===== src/rtl/imm_extend_pipe.sv =====
// Pipelined immediate extender (zero / sign / upper / branch-offset) behind a
// valid/ready handshake with a registered output stage and a one-entry skid register.
module imm_extend_pipe #(
    parameter int unsigned IN_W      = 16,
    parameter int unsigned OUT_W     = 32,
    parameter int unsigned SHIFT_AMT = 16
) (
    input  logic             clock,
    input  logic             reset,
    input  logic             in_valid,
    output logic             in_ready,
    input  logic [IN_W-1:0]  entrada,
    input  logic [1:0]       modo,
    output logic             out_valid,
    input  logic             out_ready,
    output logic [OUT_W-1:0] saida,
    output logic [1:0]       nivel
);

    logic             r_or_valid;
    logic [OUT_W-1:0] r_or_data;
    logic             r_sk_valid;
    logic [OUT_W-1:0] r_sk_data;
    logic [1:0]       r_nivel;
    logic             r_in_ready;

    logic             w_or_valid_nxt;
    logic [OUT_W-1:0] w_or_data_nxt;
    logic             w_sk_valid_nxt;
    logic [OUT_W-1:0] w_sk_data_nxt;
    logic             w_acc;
    logic             w_pop;
    logic [OUT_W-1:0] w_zext;
    logic [OUT_W-1:0] w_sext;
    logic [OUT_W-1:0] w_ext;

    assign w_acc = in_valid & r_in_ready;
    assign w_pop = r_or_valid & out_ready;

    // Extension is done at acceptance so only final results are ever stored.
    always_comb begin
        w_zext = OUT_W'(entrada);
        w_sext = OUT_W'($signed(entrada));
        w_ext  = w_zext;
        case (modo)
            2'b00:   w_ext = w_zext;
            2'b01:   w_ext = w_sext;
            2'b10:   w_ext = w_zext << SHIFT_AMT;
            default: w_ext = w_sext << 2;
        endcase
    end

    always_comb begin
        w_or_valid_nxt = r_or_valid;
        w_or_data_nxt  = r_or_data;
        w_sk_valid_nxt = r_sk_valid;
        w_sk_data_nxt  = r_sk_data;
        if (!r_or_valid) begin
            if (w_acc) begin
                w_or_valid_nxt = 1'b1;
                w_or_data_nxt  = w_ext;
            end
        end else if (w_pop) begin
            if (r_sk_valid) begin
                w_or_data_nxt  = r_sk_data;
                w_sk_valid_nxt = 1'b0;
            end else if (w_acc) begin
                w_or_data_nxt  = w_ext;
            end else begin
                w_or_valid_nxt = 1'b0;
            end
        end else if (w_acc) begin
            w_sk_valid_nxt = 1'b1;
            w_sk_data_nxt  = w_ext;
        end
    end

    // Occupancy and ready are registered alongside the storage they describe.
    always_ff @(posedge clock or posedge reset) begin
        if (reset) begin
            r_or_valid <= 1'b0;
            r_or_data  <= '0;
            r_sk_valid <= 1'b0;
            r_sk_data  <= '0;
            r_nivel    <= 2'd0;
            r_in_ready <= 1'b1;
        end else begin
            r_or_valid <= w_or_valid_nxt;
            r_or_data  <= w_or_data_nxt;
            r_sk_valid <= w_sk_valid_nxt;
            r_sk_data  <= w_sk_data_nxt;
            r_nivel    <= 2'(w_or_valid_nxt) + 2'(w_sk_valid_nxt);
            r_in_ready <= ~w_sk_valid_nxt;
        end
    end

    assign out_valid = r_or_valid;
    assign saida     = r_or_data;
    assign nivel     = r_nivel;
    assign in_ready  = r_in_ready;

endmodule


===== config.mk =====
export PLATFORM = sky130hd
export DESIGN_NAME = imm_extend_pipe
export DESIGN_NICKNAME = d
export VERILOG_FILES = /design/src/rtl/imm_extend_pipe.sv
export SDC_FILE = /design/constraint.sdc
export NUM_CORES = 1
export LEC_CHECK = 0
export ABC_CLOCK_PERIOD_IN_PS = 2200
export CAP_MARGIN = 0
export CORE_ASPECT_RATIO = 0.9
export CORE_MARGIN = 1.5
export CORE_UTILIZATION = 47
export DETAILED_ROUTE_END_ITERATION = 10
export GPL_TIMING_DRIVEN = 1
export PLACE_DENSITY = 0.8
export SLEW_MARGIN = 20
export SYNTH_ARGS = -nofsm -noshare
export SYNTH_HDL_FRONTEND = slang
export SYNTH_SLANG_ARGS = --single-unit

===== constraint.sdc =====
create_clock -name clock -period 2.2 [get_ports clock]
set_input_delay 0.44 -clock clock [delete_from_list [all_inputs] [get_ports clock]]
set_output_delay 0.44 -clock clock [all_outputs]
set_load 0.05 [all_outputs]

==> impl_metrics.json <==
{
  "grt_setup_unrepaired": "false",
  "grt_pass1_wl_um": 12000,
  "slew_headroom": 0.641,
  "leakagePower_nw": 1.89,
  "gp_congestion": 0.841,
  "clk_pin_slew_ns": 0.08,
  "ir_worst_vdd_mv": 0.859,
  "ios": 58,
  "fin_crit_ns": 2.15,
  "ys_ff_latch": 69,
  "synth_cells": 244,
  "hpwl_um": 5020,
  "die-area_mm2": 0.00712,
  "fin_hold_ws_ns": 0.459,
  "drc": 0,
  "netlist_top_cells_count": "dfrtp_1 (68), and2_1 (30), mux2_2 (30), a221o_1 (28), a21o_1 (16)",
  "cp_top_family": "buffers and inverters",
  "cts_resized": 0,
  "synth_top_cell_by_area": "dfrtp_1",
  "chipWidth_um": 88.8,
  "met3_usage": 0.0761,
  "cts_setup_buffers": 0,
  "netlist_top_cells_area": "dfrtp_1 (55%), mux2_2 (11%), a221o_1 (9.0%)",
  "dp_cells": 380,
  "arrival_ns": 1.71,
  "cts.path.max_buffers": 2,
  "clk_latency_ns": 0.34,
  "h-tree-depth": 3,
  "crit_type": "reg2out",
  "setup_viol": 0,
  "synth_edf_count": 0,
  "dr.pass1.iters": 4,
  "io_buffers": 57,
  "start_kind": "flip-flop",
  "hold_buffers": 0,
  "cp_max_fo": 4,
  "drt_first_iter_violations": 132,
  "synth_top_area_share": 0.546,
  "synth.most_common_cell": "dfrtp_1",
  "total_power_mw": 6.25,
  "grt_use_met1": 0.320,
  "ys_types": 26,
  "tightest_slew_ns": 0.537,
  "grt.busiest_layer": "met2",
  "min_path_type": "in2async",
  "status": "completed",
  "maxCapViolations": 0,
  "grt_pass1_vias": 2320,
  "areaGrowthSynthToFinish_pct": 30.8,
  "grt_util_all_layers": 0.229,
  "grt_max_degree": 37,
  "hold_viol": 0,
  "n_antenna_cell": 0,
  "postRouteAntennaNets": 0,
  "grt-ovfl-total": 0,
  "slew_violations": 0,
  "antenna_found_initial": 0,
  "grtUsageMet2": 0.336,
  "wl_per_cell_um": 18.4,
  "core_area_mm2": 0.00625,
  "endpoint_kind": "output pin",
  "die_y_um": 80.2,
  "ys_async_sr_fraction": 1.00,
  "vias": 2297,
  "ctsRootBufferMaster": "clkbuf_8",
  "num_rows": 27,
  "required_ns": 1.76,
  "cts_buffers": 9,
  "vias_per_cell": 5.80,
  "cts.sinks": 69,
  "nets": 327,
  "cp_slowest_cell": "clkdlybuf4s50_1",
  "fin_crit_sh": 0.978,
  "drive_gt1_frac": 0.197,
  "ys_seq_area_frac": 0.555,
  "syn_area_mm2": 0.00311,
  "fin_cells": 396,
  "syn-num-nets": 267,
  "cp_cell_sequence": "clkdlybuf4s50_1",
  "tns_ns": 0,
  "start_util": 0.498,
  "power_density_mw_per_mm2": 1530,
  "max_stage_delay_ns": 0.80,
  "avgSynthCellArea_um2": 12.8,
  "max_freq_mhz": 465,
  "ys_warn_count": 0,
  "path_buf_inv": 1,
  "synth_ff_type": "dfrtp_1",
  "skew_ns": 0.0109,
  "wl_um": 7280,
  "cts_tree": "built"
}
-- flip-flops by register name (all words and copies together), names as in the netlist --
signal,flops
r_sk_data,32
saida,32
nivel,2
in_ready,1
out_valid,1
r_sk_valid,1
-- cells in the final DEF (no fill, tap or decap), types with 2 or more instances in the layout --
cell,synthesis,routed
o21ai_0,5,5
and2_1,30,30
a22o_1,14,14
buf_4,1,7
a21oi_1,5,4
nand2_1,5,5
a21o_1,16,16
a221o_1,28,28
clkbuf_8,0,10
dfrtp_1,68,68
inv_1,4,3
a31oi_1,3,3
bufinv_16,0,3
mux2_2,30,30
nor2b_1,2,2
clkdlybuf4s50_1,0,56
o22a_1,3,3
and3b_1,3,3
buf_12,0,4
nand2b_1,3,3
-- path summary, 6_finish.rpt --
kind	slack [ns]	from	cells after the start	end
worst max-delay path	0.05	in_ready	1	in_ready
worst max register to register	0.55	out_valid	4	saida[16]
min in group clock	0.49	r_sk_data[0]	2	r_sk_data[0]
worst min-delay path	0.46	reset	2	saida[29]
worst min register to register	0.49	r_sk_data[0]	2	r_sk_data[0]
max in group asynchronous	1.22	reset	3	r_sk_data[8]
-- routing by layer --
layer / routed length [um] / share of wire
met5: 0 / 0
met2: 3440 / 0.47
met3: 514 / 0.071
met1: 3280 / 0.45
met4: 46 / 0.0063
-- where the power goes --
group / total (mW) / switching, mW / internal [mW]
combinational: 2.81 / 1.65 / 1.16
sequential: 2.17 / 0.323 / 1.84
clock: 1.27 / 0.482 / 0.789
-- area by class of cell --
cell class              count  area (um2)
clock buffers              11         141
clock inverters             5         106
fillers                   468        2180
inverters                   4        15.0
multi-input cells         153        1280
flip-flops and latches     69        1730
well taps                  87         109
repair buffers             67         693
-- metrics by stage --
stage	utilization	setup WS (ns)	instance area, um2
4_1_cts	0.652	0.0273	4070
6_report	0.652	0.0491	4070
2_1_floorplan	-	0.0218	3110
3_5_place_dp	0.612	0.160	3820
5_1_grt	0.652	0.00207	4070
3_3_place_gp	0.612	0.179	3820
-- cells by family after synthesis --
kind of cell             count (synthesis)  share of synthesized area
adder cells (fa/ha/maj)                  1                    0.00402
AND/OR/NAND/NOR                         47                     0.0956
multiplexers                            30                      0.108
buffers and inverters                   22                     0.0354
flip-flops                              69                      0.555
AO/OA/AOI/OAI                           75                      0.202
(Power assumes the default switching activity.)
